[src/rtl/tdc_result_capture.sv]
// TDC result capture: coarse period counter, popcount fine code, FWFT result FIFO with sticky drop.
// Build option: TDC_SATURATE_EN makes the coarse counter saturate at max instead of wrapping.
module tdc_result_capture #(
  parameter int unsigned CNT_W  = 8,
  parameter int unsigned FINE_W = 8,
  parameter int unsigned DEPTH  = 4,
  localparam int unsigned FC_W   = $clog2(FINE_W + 1),
  localparam int unsigned WORD_W = 1 + CNT_W + FC_W
) (
  input  logic              clk,
  input  logic              rst,
  input  logic              clear,
  input  logic              running,
  input  logic              ctrl_ready,
  input  logic [FINE_W-1:0] fine_therm,
  output logic [WORD_W-1:0] out_data,
  output logic              out_valid,
  input  logic              out_ack,
  output logic              drop,
  output logic [CNT_W-1:0]  count
);

  localparam int unsigned AW = $clog2(DEPTH);
  localparam int unsigned OW = AW + 1;
  localparam logic [CNT_W-1:0] CNT_MAX = {CNT_W{1'b1}};

  logic [CNT_W-1:0]  count_q, count_d;
  logic              ovf_q, ovf_d;
  logic              rdy_q;
  logic              drop_q, drop_d;
  logic              valid_q, valid_d;
  logic [AW-1:0]     rd_ptr_q, rd_ptr_d;
  logic [AW-1:0]     wr_ptr_q, wr_ptr_d;
  logic [OW-1:0]     occ_q, occ_d;
  logic [WORD_W-1:0] mem_q [DEPTH];

  logic [FC_W-1:0]   fine_c;
  logic [WORD_W-1:0] cap_word_c;
  logic              cap_c, pop_c, full_c, push_c;

  // Popcount rather than priority-encode so delay-line bubbles still give a sane code.
  always_comb begin
    fine_c = '0;
    for (int i = 0; i < FINE_W; i++) begin
      fine_c = fine_c + FC_W'(fine_therm[i]);
    end
  end

  always_comb begin
    cap_c      = ctrl_ready & ~rdy_q;
    cap_word_c = {ovf_q, count_q, fine_c};
    pop_c      = (occ_q != '0) & out_ack;
    full_c     = (occ_q == OW'(DEPTH));
    push_c     = cap_c & (~full_c | pop_c);
  end

  // Next-state for counter and FIFO bookkeeping.
  always_comb begin
    count_d  = count_q;
    ovf_d    = ovf_q;
    drop_d   = drop_q;
    rd_ptr_d = rd_ptr_q;
    wr_ptr_d = wr_ptr_q;
    occ_d    = occ_q;

    if (clear) begin
      count_d = '0;
      ovf_d   = 1'b0;
    end else if (running) begin
`ifdef TDC_SATURATE_EN
      if (count_q == CNT_MAX) ovf_d = 1'b1;
      else                    count_d = count_q + CNT_W'(1);
`else
      count_d = count_q + CNT_W'(1);
      if (count_q == CNT_MAX) ovf_d = 1'b1;
`endif
    end

    if (pop_c)  rd_ptr_d = rd_ptr_q + AW'(1);
    if (push_c) wr_ptr_d = wr_ptr_q + AW'(1);
    if (cap_c & full_c & ~pop_c) drop_d = 1'b1;
    occ_d   = occ_q + OW'(push_c) - OW'(pop_c);
    valid_d = (occ_d != '0);
  end

  always_ff @(posedge clk) begin
    if (rst) begin
      count_q  <= '0;
      ovf_q    <= 1'b0;
      rdy_q    <= 1'b1;
      drop_q   <= 1'b0;
      valid_q  <= 1'b0;
      rd_ptr_q <= '0;
      wr_ptr_q <= '0;
      occ_q    <= '0;
    end else begin
      count_q  <= count_d;
      ovf_q    <= ovf_d;
      rdy_q    <= ctrl_ready;
      drop_q   <= drop_d;
      valid_q  <= valid_d;
      rd_ptr_q <= rd_ptr_d;
      wr_ptr_q <= wr_ptr_d;
      occ_q    <= occ_d;
    end
  end

  // Storage is zeroed on reset so the head reads 0 while empty after reset.
  always_ff @(posedge clk) begin
    if (rst) begin
      for (int i = 0; i < DEPTH; i++) mem_q[i] <= '0;
    end else if (push_c) begin
      mem_q[wr_ptr_q] <= cap_word_c;
    end
  end

  assign out_data  = mem_q[rd_ptr_q];
  assign out_valid = valid_q;
  assign drop      = drop_q;
  assign count     = count_q;

endmodule

[config.mk]
export PLATFORM = sky130hd
export DESIGN_NAME = tdc_result_capture
export DESIGN_NICKNAME = d
export VERILOG_FILES = /design/src/rtl/tdc_result_capture.sv
export SDC_FILE = /design/constraint.sdc
export NUM_CORES = 1
export LEC_CHECK = 0
export ABC_AREA = 0
export ABC_CLOCK_PERIOD_IN_PS = 7900
export CORE_MARGIN = 10
export CORE_UTILIZATION = 55
export CTS_BUF_LIST = sky130_fd_sc_hd__clkbuf_4
export DETAILED_ROUTE_END_ITERATION = 8
export HOLD_SLACK_MARGIN = 0.08
export PLACE_DENSITY_LB_ADDON = 0.1
export SETUP_SLACK_MARGIN = 0.02
export SLEW_MARGIN = 20
export SYNTH_ARGS = -nofsm -noshare
export SYNTH_HDL_FRONTEND = slang
export SYNTH_SLANG_ARGS = --single-unit
[constraint.sdc]
create_clock -name clk -period 7.9 [get_ports clk]
set_clock_uncertainty 0.15 [all_clocks]
set_input_delay 1.58 -clock clk [delete_from_list [all_inputs] [get_ports clk]]
set_output_delay 1.58 -clock clk [all_outputs]
set_load 0.05 [all_outputs]
Word level (Yosys, flattened, before mapping)
Memories as Yosys holds them, arrays and structs flattened. A register that Yosys moved wholly into a read port is not among the register bits.
Index checks and enable logic that the tools add are counted.
{ "op_classes": {"addsub": 12, "n_reduce_logical": 5, "bitwise": 9, "eq_ne": 2, "mux": 10} }
{ "ops": {"columns": ["cell", "count"], "rows": [
  ["adder 4 x 1 -> 4 bit", 4],
  ["two-way mux 13 bit", 1],
  ["OR reduction 13 bit", 1],
  ["adder 8 x 1 -> 8 bit, second input constant", 1],
  ["== test 8 bit, second input constant", 1],
  ["two-way mux 1 bit", 6],
  ["two-way mux 2 bit", 3],
  ["nonzero test 3 bit", 2],
  ["bitwise AND 1 bit", 5],
  ["adder 2 x 1 -> 2 bit, second input constant", 2],
  ["adder 3 x 1 -> 4 bit", 1],
  ["adder 2 x 1 -> 3 bit", 1],
  ["adder 3 x 1 -> 3 bit", 1],
  ["== test 3 bit, second input constant", 1],
  ["inverter 1 bit", 3],
  ["subtractor 3 x 1 -> 3 bit", 1],
  ["adder 1 x 1 -> 2 bit", 1],
  ["AND reduction 2 bit", 1],
  ["OR reduction 2 bit", 1],
  ["bitwise OR 1 bit", 1]
]} }
{ "word_totals": {"ram_bits": 52, "input_bits": 14, "output_inout_bits": 23, "ff_bits": 19, "memories": 1, "elab_cells": 47} }
{ "mem_list": {"columns": ["name", "words", "width", "read_ports", "rd_clocked_by_memory_dff", "write_ports", "line_no", "text"], "rows": [
  ["mem_q", 4, 13, 1, 1, 4, "35", "logic [WORD_W-1:0] mem_q [DEPTH];"]
]} }

Longest topological paths before layout
Gate-level depths: netlist of the first run.
{ "logic_depth": {"word_depth": 9, "ltp_mapped": 10, "ltp_nobuf": 10} }

Least setup slack after synthesis of the first run
Ideal clock, no wire load.
{ "synth_timing": {"path_kind": "input to register", "startpoint": "in fine_therm[0]", "endpoint": "mem mem_q[1][2] (netlist name), data pin", "setup_slack_ns": 3.500, "cell_stages": 10, "arrival_ns": 3.993, "setup_ns": 0.257, "path_buffers": 0, "required_ns": 7.493, "cell_sequence": "inv_1 fa_1 fa_1 fa_1 inv_1 ha_1 fa_1 xor2_1 nand2b_1 nor2_1"} }
{ "synth_rtl": {"columns": ["item", "line_no", "text"], "rows": [
  ["start: declaration", "15", "input logic [FINE_W-1:0] fine_therm,"],
  ["end: declaration", "35", null]
]} }

==> Implementation_results.wiki, run 1 <==
{| class="wikitable"
! Metric !! Value
|-
| Hold Crit Depth || 2
|-
| First-pass GRT wire length || between 10,000 and 15,000 um
|-
| Ratio of final minimum period to clock period || between 50% and 60%
|-
| Drt first-iter violations || roughly 120
|-
| Detailed-placement wirelength estimate || between 4000 and 5000 um
|-
| Sequential Power Share || between 40 and 50%
|-
| Width of the die || approximately 98 um
|-
| Total clock buffers created by CTS || 9
|-
| Worst R2R Start || occ_q[1]
|-
| Count of TritonRoute iterations in the first routing pass || 4
|-
| Number of primary I/O pins || 37
|-
| Critical path peak fanout || 4
|-
| Number of hold violations in the final report || 0
|-
| Clock tree from TritonCTS || done
|-
| Tot GR Track Use || 13.72%
|-
| Dpl ws || 2.924 ns
|-
| Synthesized area divided by synthesized cell count || roughly 13 um2
|-
| Clock latency on the worst-skew pair || ~0.4 ns
|-
| Cells on worst reg2reg path || 10
|-
| Count of clock tree sinks || 73
|-
| Sequential fraction of the synthesis area || about 59%
|-
| Maximum clock frequency || roughly 220 MHz
|-
| Total grt overflow || 0
|-
| CORE AREA || approximately 5900 um2
|-
| Max-Slew Margin vs Limit || ~41%
|-
| Reg2reg setup slack || between 5 and 6 ns
|-
| Critical Path Sink Type || flop
|-
| EDFF count, synth || between 50 and 60
|-
| Final core utilization || 65.15%
|-
| Via count || about 2,000
|-
| Hold-fix buffers at CTS || 0
|-
| Final critical path time including I/O delays and setup || 4.538 ns
|-
| Relative contribution of the clock network to total power || roughly 20%
|-
| Async set or reset register ratio after synthesis || 0%
|-
| Total power of the final layout || between 0.0009 and 0.001 W
|-
| Ys flop type || sky130_fd_sc_hd__edfxtp_1
|-
| Post-cts repair resize count || 0
|-
| Post-CTS repair timing setup buffer count || 0
|-
| Data arrival time at the worst-slack endpoint || around 4.6 ns
|-
| Number of instances in the synthesized netlist || 252
|-
| Met2 global-route usage || roughly 22%
|-
| Initial antenna violation count || 0
|-
| Net switching fraction of the power || 34.11%
|-
| Total number of H-tree levels || 3
|-
| Setup slack of the critical path after layout || between 3 and 4 ns
|-
| Antenna cells || 0
|-
| Fraction of final layout cells sized beyond drive strength 1 || between 10% and 20%
|-
| Remaining routing DRC violations || 0
|-
| Post-detailed-route count of antenna-violating nets || 0
|-
| Beginning of the worst hold path || drop
|-
| Part of the power in combinational logic || just over 30%
|-
| Met3 capacity usage during global routing || 3.946%
|-
| Post-synth design cell area || between 3000 and 4000 um2
|-
| Number of global-route vias before repair || about 2,100
|-
| Final weighted congestion in routability-driven placement || approximately 0.7
|-
| Area added between synthesis and finish || 15.51%
|-
| Met1 demand-to-capacity share in global routing || between 15 and 20%
|-
| Cell at the root of the clock tree || sky130_fd_sc_hd__clkbuf_4
|-
| Unrepaired setup endpoints after global routing || false
|-
| Initial core utilization || between 50% and 60%
|-
| Busiest grt layer || met2
|-
| Post-Syn Nets || 277
|-
| Largest net degree at the start of global routing || 28
|-
| Total of buffers placed on input and output ports || 36
|-
| Summed negative setup slack over all endpoints || 0 ns
|-
| Die H || 97.92 um
|-
| Register Area || 1982 um2
|-
| Destination of the worst register-to-register timing path || out_valid
|-
| Routed vias/inst || 5.463
|-
| Max-cap violation count || 0
|-
| Ratio of total power to cell area || roughly 250 nW/um2
|-
| CTS clk-pin slew, worst paths || roughly 0.11 ns
|-
| LEAKAGE || 1.429 nW
|-
| Maximum vdd drop || 0.0001933 V
|-
| Startpoint class of the critical path || input port
|-
| Switching power of the nets || 0.0003307 W
|-
| Die area || ~9600 um2
|-
| Endpoint of the worst hold-timing path || drop
|-
| CP required || a little under 8 ns
|-
| Class of the tightest hold or removal check || reg2reg
|-
| Multi-input combinational cell area || 1255 um2
|-
| Fill cell instance count of the final layout || between 400 and 500
|-
| Max-slew violations || 0
|-
| Wire per inst || 17.40 um
|-
| Number of distinct library cells after synthesis || 42
|-
| Final setup violation count || 0
|-
| CTS max path bufs || 2
|-
| Internal power || around 0.00064 W
|-
| Routed wire length || 6386 um
|-
| Warnings from Yosys || 0
|-
| Post-layout nets || ~310
|-
| Flops & latches, synth || 73
|-
| Startpoint-to-endpoint class of the critical path || in2reg
|-
| Status || finished, final reports clean
|-
| Transition at the pin with the smallest max-transition slack || a little under 0.9 ns
|-
| Number of rows created at floorplan || 28
|}
sequential cells by signal, summed over array words and instances (netlist names), named ones only:
signal / cells
rd_ptr_q: 2
rdy_q: 1
drop: 1
ovf_q: 1
mem_q: 52
count: 8
occ_q: 3
wr_ptr_q: 2
out_valid: 1
power by group through the flow:
stage	combinational [W]	clock, W	sequential [W]
floorplan	0.000227	0	0.000476
global placement	0.000295	0	0.000488
detailed placement	0.000298	0	0.000489
CTS	0.000299	0.000198	0.000481
global route	0.000318	0.000214	0.000487
finish	0.000295	0.000196	0.000478
through the flow:
| step | cells | hold slack [ns] | area [um2] |
|---|---|---|---|
| global placement | 351 | 0.3050 | 3737 |
| floorplan | 252 | 0.3225 | 3339 |
| detailed placement | 351 | 0.3126 | 3737 |
| CTS | 367 | 0.3416 | 3847 |
| finish | 367 | 0.3371 | 3857 |
| global route | 367 | 0.3962 | 3857 |
routing by layer:
| metal | vias up | wire (um) |
|---|---|---|
| met3 | 10 | 332 |
| li1 | 976 | - |
| met4 | 0 | 116 |
| met1 | 980 | 2860 |
| met5 | - | 0 |
| met2 | 39 | 3076 |
final cells by class:
cell class	count	share of cell area, %
repair buffers	36	9.342
well taps	75	2.433
clock buffers	12	2.335
inverters	15	1.460
multi-input cells	152	32.53
flip-flops and latches	73	51.38
clock inverters	4	0.5190
logic make-up (layout without fill, tap and decap cells):
family                   Yosys count  after routing  synth area share [%]
multiplexers                      15             15                 9.404
adder cells (fa/ha/maj)           11             11                 5.245
AO/OA/AOI/OAI                     15             15                 2.773
XOR/XNOR                           9              9                 2.361
flip-flops                        73             73                 59.35
AND/OR/NAND/NOR                  102            102                 17.50
buffers and inverters             27             67                 3.372
synth_stat cells (4+ instances only):
master	number	area (um2)
sky130_fd_sc_hd__a21oi_1	6	30.03
sky130_fd_sc_hd__and2_1	5	31.28
sky130_fd_sc_hd__and3_1	6	37.54
sky130_fd_sc_hd__and3_2	12	90.09
sky130_fd_sc_hd__clkbuf_1	7	26.28
sky130_fd_sc_hd__dfxtp_1	21	420.4
sky130_fd_sc_hd__edfxtp_1	52	1562
sky130_fd_sc_hd__fa_1	5	100.1
sky130_fd_sc_hd__ha_1	6	75.07
sky130_fd_sc_hd__inv_1	15	56.30
sky130_fd_sc_hd__mux4_2	13	292.8
sky130_fd_sc_hd__nand2b_1	10	62.56
sky130_fd_sc_hd__nor2_1	35	131.4
sky130_fd_sc_hd__nor2_2	7	43.79
sky130_fd_sc_hd__nor3_1	4	20.02
sky130_fd_sc_hd__o21ai_0	4	20.02
sky130_fd_sc_hd__or3_1	4	25.02
sky130_fd_sc_hd__xor2_1	6	52.55
worst max-delay path, cell delays in order:
cell                              delay, ns
sky130_fd_sc_hd__clkdlybuf4s50_1       0.45
sky130_fd_sc_hd__inv_1                 0.05
sky130_fd_sc_hd__fa_1                  0.55
sky130_fd_sc_hd__fa_1                  0.43
sky130_fd_sc_hd__fa_1                  0.49
sky130_fd_sc_hd__inv_1                 0.04
sky130_fd_sc_hd__ha_1                  0.20
sky130_fd_sc_hd__fa_1                  0.38
sky130_fd_sc_hd__xor2_1                0.17
sky130_fd_sc_hd__nand2b_1              0.15
sky130_fd_sc_hd__nor2_1                0.07
layout by cell type (no fill, tap or decap), types with 2 or more instances in the layout:
cell	instances
sky130_fd_sc_hd__nand4_1	3
sky130_fd_sc_hd__mux4_2	13
sky130_fd_sc_hd__inv_1	15
sky130_fd_sc_hd__or2_2	2
sky130_fd_sc_hd__clkinv_1	2
sky130_fd_sc_hd__and2_1	5
sky130_fd_sc_hd__and3_2	12
sky130_fd_sc_hd__or3_1	4
sky130_fd_sc_hd__nor3_1	2
sky130_fd_sc_hd__nand2_1	2
sky130_fd_sc_hd__nor2b_1	2
sky130_fd_sc_hd__nand2b_1	10
sky130_fd_sc_hd__nor2_1	35
sky130_fd_sc_hd__edfxtp_1	52
sky130_fd_sc_hd__fa_1	5
sky130_fd_sc_hd__nand3_1	2
sky130_fd_sc_hd__nor2_2	7
sky130_fd_sc_hd__ha_1	6
sky130_fd_sc_hd__dfxtp_1	21
sky130_fd_sc_hd__clkdlybuf4s50_1	36
sky130_fd_sc_hd__and3_1	6
sky130_fd_sc_hd__clkbuf_4	12
sky130_fd_sc_hd__nor3_2	2
sky130_fd_sc_hd__a21oi_1	6
sky130_fd_sc_hd__o21ai_0	4
sky130_fd_sc_hd__xnor2_1	3
sky130_fd_sc_hd__xor2_1	6
how the worst max path moves through the flow:
stage                     slack (ns)     startpoint  cells after the start          end
final                           3.36  fine_therm[0]                     11  mem_q[1][2]
after global routing            3.29  fine_therm[0]                     11  mem_q[1][2]
after CTS                       3.36  fine_therm[0]                     11  mem_q[1][2]
after detailed placement        2.92  fine_therm[0]                     11  mem_q[1][2]
after global placement          2.97  fine_therm[0]                     11  mem_q[1][2]
after floorplan                 3.50  fine_therm[0]                     10  mem_q[1][2]
Note: power is estimated with default switching activity, not from simulation.
==> run 2, diff against run 1 <==
Settings changed: ABC_CLOCK_PERIOD_IN_PS 7900 to 4200.
Clock period 7.9 ns to 4.2 ns, I/O delays scaled along.
==> Implementation_results.wiki, run 2 (synthesis results as in run 1) <==
{| class="wikitable"
! Metric !! Value
|-
| Final setup violation count || 0
|-
| Routed wire length || about 6400 um
|-
| Wire per inst || between 15 and 20 um
|-
| Max-Slew Margin vs Limit || a little under a third
|-
| CORE AREA || just under 6000 um2
|-
| Standard cell with the maximum stage delay on the critical path || sky130_fd_sc_hd__fa_1
|-
| Cell at the root of the clock tree || sky130_fd_sc_hd__clkbuf_4
|-
| Number of rows created at floorplan || 28
|-
| Busiest grt layer || met2
|-
| CP required || between 4 and 5 ns
|-
| Placed inst area || between 3000 and 4000 um2
|-
| Number of hold violations in the final report || 0
|-
| Width of the die || 97.92 um
|-
| Met1 demand-to-capacity share in global routing || between 10% and 20%
|-
| CTS max path bufs || 2
|-
| Fraction of final layout cells sized beyond drive strength 1 || 19.73%
|-
| Max FFs per register || 52
|-
| Total power of the final layout || approximately 0.002 W
|-
| Remaining routing DRC violations || 0
|-
| Post-cts repair resize count || 0
|-
| Drt first-iter violations || 100
|-
| Die area || between 9000 and 10,000 um2
|-
| Class of the tightest hold or removal check || reg2reg
|-
| Final critical path time including I/O delays and setup || 3.821 ns
|-
| Number of global-route vias before repair || between 2,000 and 2,500
|-
| Met3 capacity usage during global routing || 4.017%
|-
| Final weighted congestion in routability-driven placement || a little over 0.7
|-
| Count of TritonRoute iterations in the first routing pass || 4
|-
| Total clock buffers created by CTS || 9
|-
| Most numerous cell on the critical path || sky130_fd_sc_hd__fa_1
|-
| Die H || between 90 and 100 um
|-
| Total number of H-tree levels || 3
|-
| Stage delay of the slowest cell on the critical path || ~0.56 ns
|-
| Register Area || 1982 um2
|-
| Tot GR Track Use || a little over an eighth
|-
| Cells along the critical path || clkdlybuf4s50_1 -> inv_1 -> fa_1 -> fa_1 -> fa_1 -> inv_1 -> ha_1 -> fa_1 -> xor2_1 -> nand2b_1 -> nor2_1
|-
| Critical Path Sink Type || flop
|-
| LEAKAGE || between 1 and 1.5 nW
|-
| Max-cap violation count || 0
|-
| Data arrival time at the worst-slack endpoint || 3.83 ns
|-
| Critical path peak fanout || 4
|-
| Register containing the most flip-flops in the final layout || mem_q
|-
| Setup slack of the critical path after layout || 0.3795 ns
|-
| Dpl ws || -0.06208 ns
|-
| Number of buffers and inverters on the critical path || 3
|-
| Most frequent cells in the layout || sky130_fd_sc_hd__edfxtp_1, sky130_fd_sc_hd__clkdlybuf4s50_1, sky130_fd_sc_hd__nor2_1
|-
| Max-slew violations || 0
|-
| Clock tree from TritonCTS || done
|-
| Final instance area || 3916 um2
|-
| Post-layout nets || around 310
|-
| Hold-fix buffers at CTS || 0
|-
| Initial antenna violation count || 0
|-
| Fill cell instance count of the final layout || 478
|-
| Number of primary I/O pins || 37
|-
| Area added between synthesis and finish || 17.27%
|-
| Final core utilization || approximately two thirds
|-
| Post-detailed-route count of antenna-violating nets || 0
|-
| Most common cell after layout, fill and taps aside || sky130_fd_sc_hd__edfxtp_1
|-
| Antenna cells || 0
|-
| CP delay by family, top || adder cells
|-
| CTS clk-pin slew, worst paths || approximately 0.11 ns
|-
| Status || finished, final reports clean
|-
| Largest net degree at the start of global routing || 28
|-
| Startpoint class of the critical path || input port
|-
| Multi-input combinational cell area || approximately 1200 um2
|-
| Maximum clock frequency || about 260 MHz
|-
| Transition at the pin with the smallest max-transition slack || 1.021 ns
|-
| Total grt overflow || 0
|-
| Worst Hold Margin || roughly 0.34 ns
|-
| Ratio of total power to cell area || around 500 nW/um2
|-
| Routed vias/inst || roughly 5.4
|-
| Detailed-placement wirelength estimate || around 4400 um
|-
| Count of clock tree sinks || 73
|-
| Post-CTS repair timing setup buffer count || 0
|-
| First-pass GRT wire length || 10,460 um
|-
| Clock latency on the worst-skew pair || around 0.4 ns
|-
| Maximum vdd drop || 0.0003373 V
|-
| Unrepaired setup endpoints after global routing || false
|-
| Startpoint-to-endpoint class of the critical path || in2reg
|-
| Initial core utilization || 56.40%
|-
| Via count || ~2,000
|-
| Total of buffers placed on input and output ports || 36
|-
| Ratio of final minimum period to clock period || 90.96%
|-
| Met2 global-route usage || ~22%
|}
==> run 2: changes by cell type in the layout (fill, tap and decap cells not counted) <==
cell	previous run	this run
sky130_fd_sc_hd__buf_4	0	2
sky130_fd_sc_hd__bufinv_16	0	2
sky130_fd_sc_hd__clkinv_1	2	0
sky130_fd_sc_hd__nor3_1	2	4
sky130_fd_sc_hd__nor3_2	2	0
sky130_fd_sc_hd__clkbuf_4	12	11
sky130_fd_sc_hd__clkinv_4	0	1
==> run 2: final timing paths <==
check,startpoint,end,slack [ns],cells after the start
max reg2reg,occ_q[1],out_valid,1.42,10
min,drop,drop,0.34,2
max,fine_therm[0],mem_q[2][2],0.38,11
min reg2reg,drop,drop,0.34,2
==> run 2: where the power goes <==
group / switching [W] / internal (W) / leakage (nW)
Sequential: 0.0000440 / 0.000825 / 0.709
Combinational: 0.000345 / 0.000245 / 0.662
Clock: 0.000239 / 0.000255 / 0.0871
==> run 2: worst register-to-register path: cells and delay by family (launching register included) <==
family          cells  cell delay, ns
simple gates        2            0.76
flops               1            0.41
buf+inv             2            0.09
xor+xnor            2            0.36
compound gates      1            0.11
fa+ha+maj           3            0.75
==> run 2: area by class of cell <==
class | instances | area share, %
inverter | 15 | 1.438
sequential | 73 | 50.61
tap | 75 | 2.396
clock inverter | 5 | 2.077
multi-input combinational | 152 | 31.79
clock buffer | 11 | 2.109
timing repair buffer | 38 | 9.585
==> run 2: through the flow <==
step	cells	setup TNS (ns)
floorplan	252	0
global placement	353	0
detailed placement	353	-0.2128
CTS	369	0
global route	369	0
finish	369	0
==> run 2: routing by layer <==
metal | vias to the layer above | part of all wire [%]
li1 | 980 | -
met1 | 972 | 42
met4 | 0 | 1.9
met2 | 50 | 49
met3 | 9 | 6.2
met5 | - | 0
==> run 3, diff against run 2 <==
Settings changed: CORE_MARGIN 10 to 4, SLEW_MARGIN 20 to default, TNS_END_PERCENT from default to 5.
==> Implementation_results.wiki, run 3 (synthesis results as in run 1) <==
{| class="wikitable"
! Metric !! Value
|-
| Status || finished, final reports clean
|-
| Number of rows created at floorplan || 28
|-
| Largest net degree at the start of global routing || 18
|-
| Initial core utilization || between 50% and 60%
|-
| Post-cts repair resize count || 0
|-
| Max-cap violation count || 0
|-
| CP required || about 4.2 ns
|-
| Data arrival time at the worst-slack endpoint || about 3.8 ns
|-
| Critical path peak fanout || 4
|-
| Count of TritonRoute iterations in the first routing pass || 4
|-
| Post-detailed-route count of antenna-violating nets || 0
|-
| CP delay by family, top || adder cells
|-
| Placed inst area || roughly 3800 um2
|-
| Post-layout nets || between 300 and 400
|-
| Via count || roughly 2,000
|-
| Class of the tightest hold or removal check || reg2reg
|-
| Cells on worst reg2reg path || 10
|-
| Tot GR Track Use || a little under a fifth
|-
| Die H || 85.92 um
|-
| Count of clock tree sinks || between 70 and 80
|-
| Final critical path time including I/O delays and setup || just under 4 ns
|-
| Worst Hold Margin || between 0.3 and 0.4 ns
|-
| Most common cell after layout, fill and taps aside || sky130_fd_sc_hd__edfxtp_1
|-
| Antenna cells || 0
|-
| Beginning of the worst hold path || drop
|-
| Area added between synthesis and finish || 17.16%
|-
| Number of global-route vias before repair || around 2,000
|-
| Total number of H-tree levels || 3
|-
| Switching power of the nets || 0.0006168 W
|-
| Post-Place Cells || about 350
|-
| Reg2reg setup slack || between 1 and 1.5 ns
|-
| Summed negative setup slack over all endpoints || 0 ns
|-
| Ratio of final minimum period to clock period || between 90% and 100%
|-
| Busiest grt layer || met2
|-
| LEAKAGE || 1.458 nW
|-
| Number of hold violations in the final report || 0
|-
| Most numerous cell on the critical path || sky130_fd_sc_hd__fa_1
|-
| Die area || between 7000 and 8000 um2
|-
| Remaining routing DRC violations || 0
|-
| Max-slew violations || 0
|-
| Final instance area || roughly 4000 um2
|-
| Net switching fraction of the power || between 30% and 40%
|-
| Met1 demand-to-capacity share in global routing || 25.77%
|-
| Startpoint class of the critical path || input port
|-
| Hold Crit Depth || 2
|-
| Cells along the critical path || clkdlybuf4s50_1 -> inv_1 -> fa_1 -> fa_1 -> fa_1 -> inv_1 -> ha_1 -> fa_1 -> xor2_1 -> nand2b_1 -> nor2_1
|-
| Fraction of final layout cells sized beyond drive strength 1 || between 10% and 20%
|-
| Drt first-iter violations || 56
|-
| Number of primary I/O pins || 37
|-
| CTS max path bufs || 2
|-
| Register containing the most flip-flops in the final layout || mem_q
|-
| Sequential Power Share || between 40% and 50%
|-
| First-pass GRT wire length || 10,320 um
|-
| Met3 capacity usage during global routing || under 10%
|-
| Initial antenna violation count || 0
|-
| Most frequent cells in the layout || sky130_fd_sc_hd__edfxtp_1, sky130_fd_sc_hd__clkdlybuf4s50_1, sky130_fd_sc_hd__nor2_1
|-
| Cell at the root of the clock tree || sky130_fd_sc_hd__clkbuf_4
|-
| Number of non-filler instances in the completed layout || 370
|-
| Max FFs per register || 52
|-
| Hold-fix buffers at CTS || 0
|-
| Width of the die || 85.92 um
|-
| Crit path depth || 11
|-
| Internal power || ~0.0013 W
|-
| Part of the power in combinational logic || between 30% and 40%
|-
| Standard cell with the maximum stage delay on the critical path || sky130_fd_sc_hd__fa_1
|-
| Critical Path Sink Type || flop
|-
| Met2 global-route usage || between 20% and 30%
|-
| Total clock buffers created by CTS || 9
|-
| Transition at the pin with the smallest max-transition slack || between 1 and 1.5 ns
|-
| Routed wire length || about 6100 um
|-
| Total grt overflow || 0
|-
| Final setup violation count || 0
|-
| Routed vias/inst || between 5 and 6
|-
| Total of buffers placed on input and output ports || 36
|-
| CORE AREA || approximately 5900 um2
|-
| Clock latency on the worst-skew pair || 0.39 ns
|-
| Stage delay of the slowest cell on the critical path || 0.56 ns
|-
| Worst R2R Start || occ_q[1]
|-
| Number of buffers and inverters on the critical path || 3
|-
| Post-CTS repair timing setup buffer count || 0
|-
| Wire per inst || about 17 um
|-
| Clock tree from TritonCTS || done
|-
| Destination of the worst register-to-register timing path || out_valid
|-
| Maximum clock frequency || ~260 MHz
|-
| Detailed-placement wirelength estimate || 4263 um
|-
| Maximum vdd drop || between 0.0003 and 0.0004 V
|-
| Ratio of total power to cell area || 491.6 nW/um2
|-
| Max-Slew Margin vs Limit || a little under a third
|-
| Final weighted congestion in routability-driven placement || approximately 0.75
|-
| Startpoint-to-endpoint class of the critical path || in2reg
|-
| Relative contribution of the clock network to total power || about a quarter
|-
| Unrepaired setup endpoints after global routing || false
|-
| CTS clk-pin slew, worst paths || roughly 0.11 ns
|-
| Endpoint of the worst hold-timing path || drop
|}
run 3: worst max-delay path by stage:
stage | end | slack, ns | from
2_1_floorplan | mem_q[1][2] | 0.54 | fine_therm[0]
3_3_place_gp | mem_q[1][2] | 0.009 | fine_therm[0]
3_5_place_dp | mem_q[1][2] | -0.09 | fine_therm[0]
4_1_cts | mem_q[1][2] | 0.35 | fine_therm[0]
5_1_grt | mem_q[1][2] | 0.26 | fine_therm[0]
6_report | mem_q[1][2] | 0.35 | fine_therm[0]
run 3: routing by layer:
layer	share of wire [%]	vias to the layer above
met4	1.5	0
met5	0	-
li1	-	982
met1	47	973
met3	3.4	8
met2	48	38
run 3: stage by stage:
step | setup slack, ns | total power [W] | utilization [%]
6_report | 0.3512 | 0.001924 | 66.08
3_5_place_dp | -0.09428 | 0.001486 | 63.50
5_1_grt | 0.2620 | 0.002028 | 66.08
3_3_place_gp | 0.009130 | 0.001475 | 63.50
4_1_cts | 0.3466 | 0.001948 | 66.08
2_1_floorplan | 0.5396 | 0.001322 | -
run 3: worst reg2reg max path: stages (launching register included):
cell,delay [ns]
sky130_fd_sc_hd__dfxtp_1,0.40
sky130_fd_sc_hd__or4b_4,0.58
sky130_fd_sc_hd__nand2_4,0.17
sky130_fd_sc_hd__ha_1,0.25
sky130_fd_sc_hd__inv_1,0.05
sky130_fd_sc_hd__ha_1,0.13
sky130_fd_sc_hd__inv_1,0.05
sky130_fd_sc_hd__fa_1,0.37
sky130_fd_sc_hd__xor2_1,0.16
sky130_fd_sc_hd__xnor2_1,0.20
sky130_fd_sc_hd__a31oi_1,0.11
run 3: power groups by stage:
| stage | sequential [W] | combinational [W] | clock [W] |
|---|---|---|---|
| after floorplan | 0.000895 | 0.000427 | 0 |
| after global placement | 0.000884 | 0.000591 | 0 |
| after detailed placement | 0.000886 | 0.000600 | 0 |
| after CTS | 0.000869 | 0.000602 | 0.000477 |
| after global routing | 0.000877 | 0.000639 | 0.000511 |
| final | 0.000868 | 0.000591 | 0.000464 |
run 3: layout make-up:
cell class	count	area [um2]
fill	447	2008
sequential	73	1982
multi-input combinational	152	1245
timing repair buffer	39	382.9
tap	75	93.84
clock inverter	7	85.08
clock buffer	9	67.56
inverter	15	56.30
